**src/rtl/fft_pkg.sv**
```systemverilog
// fft_pkg: shared constants, FSM state type and the bit-reversal helper for
// the FFT working-memory sequencer.
//   DATA_W : RAM word width (packed complex sample)
//   ADDR_W : log2 of the frame length; also the number of radix-2 stages
//   N      : frame length in points
//   STG_W  : width of the stage index
package fft_pkg;

    localparam int unsigned DATA_W = 16;
    localparam int unsigned ADDR_W = 5;
    localparam int unsigned N      = 1 << ADDR_W;
    localparam int unsigned STG_W  = $clog2(ADDR_W);

    typedef enum logic [3:0] {
        S_IDLE,
        S_LOAD,
        S_RD,
        S_RDW,
        S_REQ,
        S_WAIT,
        S_WR,
        S_UL_RD,
        S_UL_WAIT,
        S_UL_OUT
    } state_t;

    function automatic logic [ADDR_W-1:0] bitrev(input logic [ADDR_W-1:0] v);
        logic [ADDR_W-1:0] r;
        r = '0;
        for (int unsigned i = 0; i < ADDR_W; i++) begin
            r[i] = v[ADDR_W-1-i];
        end
        return r;
    endfunction

endpackage

```
**src/rtl/fft_mem_sequencer_if.sv**
```systemverilog
// fft_mem_sequencer_if: bundles the sample-load, frame-RAM, butterfly and
// unload handshakes of the FFT memory sequencer.
//   master : sequencer side (drives RAM ports, butterfly requests, output)
//   slave  : environment side (sample source, RAM, butterfly unit, sink)
interface fft_mem_sequencer_if;
    import fft_pkg::*;

    logic              start;
    logic              in_valid;
    logic              in_ready;
    logic [DATA_W-1:0] in_data;

    logic [ADDR_W-1:0] ram_addr_a;
    logic [ADDR_W-1:0] ram_addr_b;
    logic              ram_wr_a;
    logic              ram_wr_b;
    logic [DATA_W-1:0] ram_wdata_a;
    logic [DATA_W-1:0] ram_wdata_b;
    logic [DATA_W-1:0] ram_rdata_a;
    logic [DATA_W-1:0] ram_rdata_b;

    logic              bf_req_valid;
    logic              bf_req_ready;
    logic [DATA_W-1:0] bf_x;
    logic [DATA_W-1:0] bf_y;
    logic [ADDR_W-2:0] bf_tw;
    logic              bf_rsp_valid;
    logic [DATA_W-1:0] bf_rsp_x;
    logic [DATA_W-1:0] bf_rsp_y;

    logic              out_valid;
    logic              out_ready;
    logic [DATA_W-1:0] out_data;

    logic              busy;
    logic              done;

    modport master (
        input  start, in_valid, in_data,
        output in_ready,
        output ram_addr_a, ram_addr_b, ram_wr_a, ram_wr_b, ram_wdata_a, ram_wdata_b,
        input  ram_rdata_a, ram_rdata_b,
        output bf_req_valid, bf_x, bf_y, bf_tw,
        input  bf_req_ready, bf_rsp_valid, bf_rsp_x, bf_rsp_y,
        output out_valid, out_data,
        input  out_ready,
        output busy, done
    );

    modport slave (
        output start, in_valid, in_data,
        input  in_ready,
        input  ram_addr_a, ram_addr_b, ram_wr_a, ram_wr_b, ram_wdata_a, ram_wdata_b,
        output ram_rdata_a, ram_rdata_b,
        input  bf_req_valid, bf_x, bf_y, bf_tw,
        output bf_req_ready, bf_rsp_valid, bf_rsp_x, bf_rsp_y,
        input  out_valid, out_data,
        output out_ready,
        input  busy, done
    );

endinterface

```
**src/rtl/fft_addr_gen.sv**
```systemverilog
// fft_addr_gen: stage/butterfly counters for the in-place radix-2 DIT
// schedule and the derived operand addresses and twiddle index.
//   clk, rst : clock, asynchronous active-high reset
//   advance  : step to the next butterfly (wraps to stage 0 after the last)
//   addr_a   : top operand address
//   addr_b   : bottom operand address (addr_a + 2^stage)
//   tw       : twiddle index k for W_N^k
//   last     : current butterfly is the final one of the final stage
module fft_addr_gen
    import fft_pkg::*;
(
    input  logic              clk,
    input  logic              rst,
    input  logic              advance,
    output logic [ADDR_W-1:0] addr_a,
    output logic [ADDR_W-1:0] addr_b,
    output logic [ADDR_W-2:0] tw,
    output logic              last
);

    logic [STG_W-1:0]  stage;
    logic [ADDR_W-2:0] bfly;
    logic [ADDR_W-2:0] k_mask;
    logic [ADDR_W-2:0] k;

    assign last = (stage == STG_W'(ADDR_W - 1)) && (&bfly);

    always_ff @(posedge clk or posedge rst) begin
        if (rst) begin
            stage <= '0;
            bfly  <= '0;
        end else if (advance) begin
            // bfly wraps naturally at N/2; the stage only moves on that wrap
            bfly <= bfly + 1'b1;
            if (&bfly) begin
                stage <= last ? '0 : stage + 1'b1;
            end
        end
    end

    always_comb begin
        k_mask = '0;
        for (int unsigned i = 0; i < ADDR_W - 1; i++) begin
            k_mask[i] = (i < 32'(stage));
        end
        k      = bfly & k_mask;
        addr_a = (({1'b0, bfly} >> stage) << (stage + 1'b1)) + {1'b0, k};
        addr_b = addr_a + (ADDR_W'(1) << stage);
        tw     = k << (STG_W'(ADDR_W - 1) - stage);
    end

endmodule

```
**src/rtl/fft_mem_sequencer.sv**
```systemverilog
// fft_mem_sequencer: initiator-side controller for the FFT frame RAM.
// Loads a frame in bit-reversed order, runs the in-place radix-2 DIT
// schedule through an external butterfly unit, then unloads in natural order.
//   clk, rst : clock, asynchronous active-high reset
//   bus      : load / RAM / butterfly / unload handshakes plus busy and done
module fft_mem_sequencer
    import fft_pkg::*;
(
    input  logic                 clk,
    input  logic                 rst,
    fft_mem_sequencer_if.master  bus
);

    state_t            state;
    logic [ADDR_W-1:0] cnt;
    logic [DATA_W-1:0] bf_x_q;
    logic [DATA_W-1:0] bf_y_q;
    logic [DATA_W-1:0] rsp_x_q;
    logic [DATA_W-1:0] rsp_y_q;
    logic [DATA_W-1:0] out_data_q;
    logic              done_q;

    logic [ADDR_W-1:0] ag_a;
    logic [ADDR_W-1:0] ag_b;
    logic [ADDR_W-2:0] ag_tw;
    logic              ag_last;

    fft_addr_gen u_addr_gen (
        .clk     (clk),
        .rst     (rst),
        .advance (state == S_WR),
        .addr_a  (ag_a),
        .addr_b  (ag_b),
        .tw      (ag_tw),
        .last    (ag_last)
    );

    always_ff @(posedge clk or posedge rst) begin
        if (rst) begin
            state      <= S_IDLE;
            cnt        <= '0;
            bf_x_q     <= '0;
            bf_y_q     <= '0;
            rsp_x_q    <= '0;
            rsp_y_q    <= '0;
            out_data_q <= '0;
            done_q     <= 1'b0;
        end else begin
            done_q <= 1'b0;
            case (state)
                S_IDLE: begin
                    if (bus.start) begin
                        state <= S_LOAD;
                        cnt   <= '0;
                    end
                end
                S_LOAD: begin
                    // cnt wraps back to 0 on the last accept, ready for unload
                    if (bus.in_valid) begin
                        cnt <= cnt + 1'b1;
                        if (&cnt) state <= S_RD;
                    end
                end
                S_RD:  state <= S_RDW;
                S_RDW: begin
                    bf_x_q <= bus.ram_rdata_a;
                    bf_y_q <= bus.ram_rdata_b;
                    state  <= S_REQ;
                end
                S_REQ: begin
                    if (bus.bf_req_ready) state <= S_WAIT;
                end
                S_WAIT: begin
                    if (bus.bf_rsp_valid) begin
                        rsp_x_q <= bus.bf_rsp_x;
                        rsp_y_q <= bus.bf_rsp_y;
                        state   <= S_WR;
                    end
                end
                S_WR:      state <= ag_last ? S_UL_RD : S_RD;
                S_UL_RD:   state <= S_UL_WAIT;
                S_UL_WAIT: begin
                    out_data_q <= bus.ram_rdata_a;
                    state      <= S_UL_OUT;
                end
                S_UL_OUT: begin
                    if (bus.out_ready) begin
                        cnt <= cnt + 1'b1;
                        if (&cnt) begin
                            state  <= S_IDLE;
                            done_q <= 1'b1;
                        end else begin
                            state <= S_UL_RD;
                        end
                    end
                end
                default: state <= S_IDLE;
            endcase
        end
    end

    always_comb begin
        bus.in_ready    = 1'b0;
        bus.ram_addr_a  = '0;
        bus.ram_addr_b  = '0;
        bus.ram_wr_a    = 1'b0;
        bus.ram_wr_b    = 1'b0;
        bus.ram_wdata_a = '0;
        bus.ram_wdata_b = '0;
        case (state)
            S_LOAD: begin
                bus.in_ready    = 1'b1;
                bus.ram_addr_a  = bitrev(cnt);
                bus.ram_wr_a    = bus.in_valid;
                bus.ram_wdata_a = bus.in_data;
            end
            S_RD: begin
                bus.ram_addr_a = ag_a;
                bus.ram_addr_b = ag_b;
            end
            S_WR: begin
                bus.ram_addr_a  = ag_a;
                bus.ram_addr_b  = ag_b;
                bus.ram_wr_a    = 1'b1;
                bus.ram_wr_b    = 1'b1;
                bus.ram_wdata_a = rsp_x_q;
                bus.ram_wdata_b = rsp_y_q;
            end
            S_UL_RD: bus.ram_addr_a = cnt;
            default: ;
        endcase
    end

    assign bus.bf_req_valid = (state == S_REQ);
    assign bus.bf_x         = bf_x_q;
    assign bus.bf_y         = bf_y_q;
    assign bus.bf_tw        = ag_tw;
    assign bus.out_valid    = (state == S_UL_OUT);
    assign bus.out_data     = out_data_q;
    assign bus.busy         = (state != S_IDLE);
    assign bus.done         = done_q;

endmodule

```
**src/flat_wrapper.sv**
```systemverilog
// flat-port wrapper written by rule: the top's interface ports become plain ports
module fft_mem_sequencer_flat import fft_pkg::*;
  (clk, rst, bus_start, bus_in_valid, bus_in_data, bus_in_ready, bus_ram_addr_a, bus_ram_addr_b, bus_ram_wr_a, bus_ram_wr_b, bus_ram_wdata_a, bus_ram_wdata_b, bus_ram_rdata_a, bus_ram_rdata_b, bus_bf_req_valid, bus_bf_x, bus_bf_y, bus_bf_tw, bus_bf_req_ready, bus_bf_rsp_valid, bus_bf_rsp_x, bus_bf_rsp_y, bus_out_valid, bus_out_data, bus_out_ready, bus_busy, bus_done);
  fft_mem_sequencer_if bus_i ();
  input  logic clk;
  input  logic rst;
  input wire logic [$bits(bus_i.start)-1:0] bus_start;
  input wire logic [$bits(bus_i.in_valid)-1:0] bus_in_valid;
  input wire logic [$bits(bus_i.in_data)-1:0] bus_in_data;
  output wire logic [$bits(bus_i.in_ready)-1:0] bus_in_ready;
  output wire logic [$bits(bus_i.ram_addr_a)-1:0] bus_ram_addr_a;
  output wire logic [$bits(bus_i.ram_addr_b)-1:0] bus_ram_addr_b;
  output wire logic [$bits(bus_i.ram_wr_a)-1:0] bus_ram_wr_a;
  output wire logic [$bits(bus_i.ram_wr_b)-1:0] bus_ram_wr_b;
  output wire logic [$bits(bus_i.ram_wdata_a)-1:0] bus_ram_wdata_a;
  output wire logic [$bits(bus_i.ram_wdata_b)-1:0] bus_ram_wdata_b;
  input wire logic [$bits(bus_i.ram_rdata_a)-1:0] bus_ram_rdata_a;
  input wire logic [$bits(bus_i.ram_rdata_b)-1:0] bus_ram_rdata_b;
  output wire logic [$bits(bus_i.bf_req_valid)-1:0] bus_bf_req_valid;
  output wire logic [$bits(bus_i.bf_x)-1:0] bus_bf_x;
  output wire logic [$bits(bus_i.bf_y)-1:0] bus_bf_y;
  output wire logic [$bits(bus_i.bf_tw)-1:0] bus_bf_tw;
  input wire logic [$bits(bus_i.bf_req_ready)-1:0] bus_bf_req_ready;
  input wire logic [$bits(bus_i.bf_rsp_valid)-1:0] bus_bf_rsp_valid;
  input wire logic [$bits(bus_i.bf_rsp_x)-1:0] bus_bf_rsp_x;
  input wire logic [$bits(bus_i.bf_rsp_y)-1:0] bus_bf_rsp_y;
  output wire logic [$bits(bus_i.out_valid)-1:0] bus_out_valid;
  output wire logic [$bits(bus_i.out_data)-1:0] bus_out_data;
  input wire logic [$bits(bus_i.out_ready)-1:0] bus_out_ready;
  output wire logic [$bits(bus_i.busy)-1:0] bus_busy;
  output wire logic [$bits(bus_i.done)-1:0] bus_done;
  assign bus_i.start = bus_start;
  assign bus_i.in_valid = bus_in_valid;
  assign bus_i.in_data = bus_in_data;
  assign bus_in_ready = bus_i.in_ready;
  assign bus_ram_addr_a = bus_i.ram_addr_a;
  assign bus_ram_addr_b = bus_i.ram_addr_b;
  assign bus_ram_wr_a = bus_i.ram_wr_a;
  assign bus_ram_wr_b = bus_i.ram_wr_b;
  assign bus_ram_wdata_a = bus_i.ram_wdata_a;
  assign bus_ram_wdata_b = bus_i.ram_wdata_b;
  assign bus_i.ram_rdata_a = bus_ram_rdata_a;
  assign bus_i.ram_rdata_b = bus_ram_rdata_b;
  assign bus_bf_req_valid = bus_i.bf_req_valid;
  assign bus_bf_x = bus_i.bf_x;
  assign bus_bf_y = bus_i.bf_y;
  assign bus_bf_tw = bus_i.bf_tw;
  assign bus_i.bf_req_ready = bus_bf_req_ready;
  assign bus_i.bf_rsp_valid = bus_bf_rsp_valid;
  assign bus_i.bf_rsp_x = bus_bf_rsp_x;
  assign bus_i.bf_rsp_y = bus_bf_rsp_y;
  assign bus_out_valid = bus_i.out_valid;
  assign bus_out_data = bus_i.out_data;
  assign bus_i.out_ready = bus_out_ready;
  assign bus_busy = bus_i.busy;
  assign bus_done = bus_i.done;
  fft_mem_sequencer u_core (.clk(clk), .rst(rst), .bus(bus_i));
endmodule
```
**config.mk**
```make
export PLATFORM = sky130hd
export DESIGN_NAME = fft_mem_sequencer_flat
export DESIGN_NICKNAME = d
export VERILOG_FILES = /design/src/rtl/fft_pkg.sv /design/src/rtl/fft_mem_sequencer_if.sv /design/src/rtl/fft_addr_gen.sv /design/src/rtl/fft_mem_sequencer.sv /design/src/flat_wrapper.sv
export SDC_FILE = /design/constraint.sdc
export NUM_CORES = 1
export LEC_CHECK = 0
export ABC_AREA = 1
export CAP_MARGIN = 5
export CORE_UTILIZATION = 35
export DETAILED_ROUTE_END_ITERATION = 16
export GPL_TIMING_DRIVEN = 0
export PLACE_DENSITY_LB_ADDON = 0.05
export SLEW_MARGIN = 20
export SYNTH_ARGS = -nofsm -noshare
export SYNTH_HDL_FRONTEND = slang
export SYNTH_SLANG_ARGS = --single-unit
```
**constraint.sdc**
```tcl
create_clock -name clk -period 4.9 [get_ports clk]
set_input_delay 0.735 -clock clk [delete_from_list [all_inputs] [get_ports clk]]
set_output_delay 0.735 -clock clk [all_outputs]
set_load 0.02 [all_outputs]
```
==> run_summary.xml <==
<?xml version="1.0" encoding="UTF-8"?>
<metrics>
  <group name="place">
    <metric name="portbufs" unit="">187</metric>
    <metric name="place_congestion" unit="">0.887</metric>
    <metric name="hpwl" unit="um">10400</metric>
    <metric name="dpl_cell_area" unit="mm2">0.00713</metric>
    <metric name="numPlacedInstances" unit="">931</metric>
  </group>
  <group name="clock_network">
    <metric name="clock_tree_buf_depth" unit="">2</metric>
    <metric name="htreeDepth" unit="">3</metric>
    <metric name="clock_tree_from_tritoncts" unit="">yes</metric>
    <metric name="cts.reportedPaths.clkPinSlew" unit="ns">0.07</metric>
    <metric name="total_of_hold_buffers_inserted_after_clock_tree_synthesis" unit="">0</metric>
    <metric name="cts_num_sinks" unit="">97</metric>
    <metric name="clkLatencyLatePin" unit="ns">0.35</metric>
    <metric name="number_of_buffers_created_by_cts" unit="">9</metric>
    <metric name="ctsRootBufferMaster" unit="">clkbuf_16</metric>
  </group>
  <group name="sta">
    <metric name="timing.slew.headroom" unit="%">65.3</metric>
    <metric name="period_minus_slack" unit="ns">4.72</metric>
    <metric name="setup_viol" unit="">0</metric>
    <metric name="fin_tns_setup" unit="ns">0</metric>
    <metric name="fin_max_slew_vios" unit="">0</metric>
    <metric name="finalHoldViolCount" unit="">0</metric>
    <metric name="worst-slew-pin-transition" unit="ns">0.520</metric>
    <metric name="final.period_utilization" unit="%">96.3</metric>
    <metric name="fin_worst_skew" unit="ns">0.00802</metric>
    <metric name="max_freq" unit="MHz">212</metric>
    <metric name="hold_ws" unit="ns">0.484</metric>
  </group>
  <group name="floorplan">
    <metric name="initial_cell_density_of_the_core" unit="%">35.9</metric>
    <metric name="die_outline_area" unit="mm2">0.0148</metric>
    <metric name="fp.dieW" unit="um">122</metric>
    <metric name="placementRows" unit="">43</metric>
    <metric name="coreArea" unit="mm2">0.0139</metric>
    <metric name="die_y" unit="um">122</metric>
    <metric name="boundaryPins" unit="">188</metric>
  </group>
  <group name="yosys">
    <metric name="ys_ff_latch" unit="">97</metric>
    <metric name="syn_inst" unit="">563</metric>
    <metric name="synth-edff-count" unit="">0</metric>
    <metric name="synth.cell_area" unit="mm2">0.00500</metric>
    <metric name="part_of_the_yosys_area_used_for_sequential_elements" unit="%">48.5</metric>
    <metric name="synth_nets" unit="">670</metric>
    <metric name="netlist-cell-type-count" unit="">42</metric>
    <metric name="number_of_warnings_printed_during_yosys_synthesis" unit="">0</metric>
    <metric name="synth.avg_cell_area" unit="um2">8.88</metric>
    <metric name="postSynth.topFlopCell" unit="">dfrtp_1</metric>
    <metric name="postSynth.asyncResetShare" unit="%">100</metric>
  </group>
  <group name="worst_setup_path">
    <metric name="timing.setup.critical_path_class" unit="">flip-flop to output pin</metric>
    <metric name="r2r_end" unit="">u_core.state[2]</metric>
    <metric name="crit_fanout" unit="">11</metric>
    <metric name="arrival" unit="ns">3.98</metric>
    <metric name="reg2regPathDepth" unit="">10</metric>
    <metric name="timing.critical_path.from_type" unit="">flip-flop</metric>
    <metric name="rr_startpoint" unit="">u_core.u_addr_gen.stage[0]</metric>
    <metric name="worst_path_cell_chain" unit="">inv_2, buf_4, ha_1, nor2_2, inv_1, nor2_1, ha_1, inv_1, fa_1, fa_2, o31ai_2, xor2_1, nand3_1, a21oi_1, clkdlybuf4s15_2</metric>
    <metric name="r2r_setup_slack" unit="ns">2.98</metric>
    <metric name="critPathMaxStageDelay" unit="ns">0.54</metric>
    <metric name="crit_path_max_delay_cell_type" unit="">fa_1</metric>
    <metric name="cp-end-kind" unit="">output pin</metric>
    <metric name="critPathRequiredTime" unit="ns">4.16</metric>
  </group>
  <group name="global_route">
    <metric name="grt_usage" unit="%">18.8</metric>
    <metric name="grt_max_degree" unit="">73</metric>
    <metric name="first_pass_grt_wire_length" unit="um">21500</metric>
    <metric name="number_of_antenna_violations_at_the_first_check_in_global_routing" unit="">0</metric>
    <metric name="number_of_global_route_vias_before_repair" unit="">4366</metric>
    <metric name="grt_overflow" unit="">0</metric>
  </group>
  <group name="power">
    <metric name="max-vdd-ir-drop" unit="uV">296</metric>
    <metric name="power.clock.fraction" unit="%">17.8</metric>
    <metric name="power.leakage" unit="nW">3.48</metric>
    <metric name="power.net_switching" unit="W">0.00154</metric>
    <metric name="power.share.sequential" unit="%">33.3</metric>
    <metric name="p_int" unit="W">0.00248</metric>
    <metric name="switching_part_of_the_total_power" unit="%">38.3</metric>
    <metric name="power_frac_comb" unit="%">48.9</metric>
    <metric name="power-per-cell-area" unit="mW/mm2">540</metric>
  </group>
  <group name="route">
    <metric name="drt_pre_antenna_iters" unit="">4</metric>
    <metric name="ant_nets" unit="">0</metric>
    <metric name="post_dr_vias_cell" unit="">4.73</metric>
    <metric name="drt-wirelength-per-cell" unit="um">14.5</metric>
    <metric name="via_count" unit="">4472</metric>
    <metric name="drc_errors" unit="">0</metric>
    <metric name="postRouteWirelength" unit="um">13700</metric>
    <metric name="violation_count_after_the_first_detailed_route_iteration" unit="">179</metric>
  </group>
  <group name="run">
    <metric name="max-cap-violations" unit="">0</metric>
  </group>
  <group name="worst_hold_path">
    <metric name="holdCritStartpoint" unit="">u_core.bus.bf_x[6]</metric>
    <metric name="hold_end" unit="">u_core.bus.bf_x[6]</metric>
    <metric name="holdCritPathClass" unit="">flip-flop to flip-flop</metric>
    <metric name="min_delay_path_depth" unit="">2</metric>
  </group>
  <group name="final_layout">
    <metric name="num_antenna_cells" unit="">0</metric>
    <metric name="stdcell_area" unit="mm2">0.00744</metric>
    <metric name="sequential_cell_area" unit="mm2">0.00243</metric>
    <metric name="finalNonFillerCells" unit="">945</metric>
    <metric name="post_route_cells_drive_above_1_share" unit="%">10.2</metric>
    <metric name="layout.cells.most_common_list" unit="">clkdlybuf4s50_1 (185), dfrtp_1 (96), inv_1 (85), nand2_1 (83), nor2_1 (67)</metric>
    <metric name="number_of_nets_in_the_finished_design" unit="">869</metric>
    <metric name="final_common_cell" unit="">clkdlybuf4s50_1</metric>
    <metric name="nFillCells" unit="">1325</metric>
    <metric name="final_util" unit="%">53.4</metric>
    <metric name="areaGrowthSynthToFinish" unit="%">48.9</metric>
    <metric name="multi_input_comb_area" unit="mm2">0.00213</metric>
  </group>
  <group name="status">
    <metric name="run_status" unit="">complete, no violations</metric>
  </group>
</metrics>
## metal layers
metal | wire length (um) | up-vias | track usage [%]
met3 | 866 | 23 | 5.45
li1 | - | 2212 | -
met2 | 6760 | 115 | 31.3
met5 | 0 | - | 0
met4 | 297 | 0 | 7.64
met1 | 5760 | 2122 | 22.8
## worst max-delay path: cells and delay by family, from the launching register on
| family | cells | cell delay [ns] |
|---|---|---|
| xor gates and xnor gates | 1 | 0.20 |
| DFF | 1 | 0.43 |
| buffers and inverters | 5 | 0.69 |
| adders and majority gates | 4 | 1.50 |
| AOI/OAI and AO/OA | 2 | 0.43 |
| and+or+nand+nor | 3 | 0.38 |
## state kept, by name, summed over array words and instances (netlist names)
register	flops
u_core.bus.bf_x	16
u_core.bus.bf_y	16
u_core.bus.done	1
u_core.bus.out_data	16
u_core.cnt	5
u_core.rsp_x_q	16
u_core.rsp_y_q	16
u_core.state	4
u_core.u_addr_gen.bfly	4
u_core.u_addr_gen.stage	3
## through the flow
stage / setup WS (ns) / power [W]
finish: 0.181 / 0.00402
global route: -0.00365 / 0.00429
CTS: 0.00562 / 0.00406
detailed placement: -0.202 / 0.00333
global placement: -0.134 / 0.00329
floorplan: 0.640 / 0.00245
## cell usage after synthesis, drive strengths merged (2+ instances only)
cell | number | share of area (%)
dfrtp | 97 | 49
inv | 92 | 6.9
nand2 | 85 | 6.6
nor2 | 73 | 6.3
o21ai | 53 | 5.3
a21oi | 36 | 3.6
mux2 | 28 | 6.3
ha | 18 | 4.5
buf | 13 | 1.7
a22o | 12 | 2.1
nand3 | 12 | 1.3
clkbuf | 9 | 0.68
o22ai | 6 | 0.75
xor2 | 5 | 0.88
nand4 | 3 | 0.68
nor3 | 3 | 0.63
o221ai | 3 | 0.53
o31ai | 3 | 0.45
a211oi | 2 | 0.30
fa | 2 | 0.80
nor4 | 2 | 0.25
or2 | 2 | 0.25
## logic make-up after synthesis
| logic type | Yosys count | share of synthesized area [%] |
|---|---|---|
| DFF | 97 | 48.5 |
| muxes | 28 | 6.31 |
| AOI/OAI and AO/OA | 118 | 13.5 |
| xor gates and xnor gates | 6 | 1.05 |
| buffers and inverters | 114 | 9.28 |
| and+or+nand+nor | 180 | 16.0 |
| adders and majority gates | 20 | 5.31 |
## power groups by stage
stage / Sequential, W / Combinational, W / Clock [W]
floorplan: 0.00157 / 0.000889 / 0
global placement: 0.00134 / 0.00195 / 0
detailed placement: 0.00135 / 0.00198 / 0
CTS: 0.00134 / 0.00199 / 0.000728
global route: 0.00138 / 0.00215 / 0.000759
finish: 0.00134 / 0.00197 / 0.000715
## repair_timing
action	4_1_cts	5_1_grt
resized for setup	7	5
setup endpoints to repair	3	3
setup buffers	0	0
## area by class of cell
type,instances,area share (%)
Inverter,92,4.71
Tap cell,180,3.03
Clock buffer,10,3.21
Multi-Input combinational cell,352,28.6
Sequential cell,97,32.6
Clock inverter,4,0.723
Timing Repair Buffer,188,25.5
Buffer,22,1.65
## worst max-delay path by stage
stage | slack, ns | end | start | depth (start not counted)
2_1_floorplan | 0.64 | bus_ram_addr_b[4] | u_core.u_addr_gen.stage[0] | 14
3_3_place_gp | -0.13 | bus_ram_addr_b[4] | u_core.u_addr_gen.stage[0] | 15
3_5_place_dp | -0.20 | bus_ram_addr_b[4] | u_core.u_addr_gen.stage[0] | 15
4_1_cts | 0.006 | bus_ram_addr_b[4] | u_core.u_addr_gen.stage[0] | 15
5_1_grt | -0.004 | bus_ram_addr_b[4] | u_core.u_addr_gen.stage[0] | 17
6_report | 0.18 | bus_ram_addr_b[4] | u_core.u_addr_gen.stage[0] | 15
No activity file was read; power rests on OpenSTA's default activity.
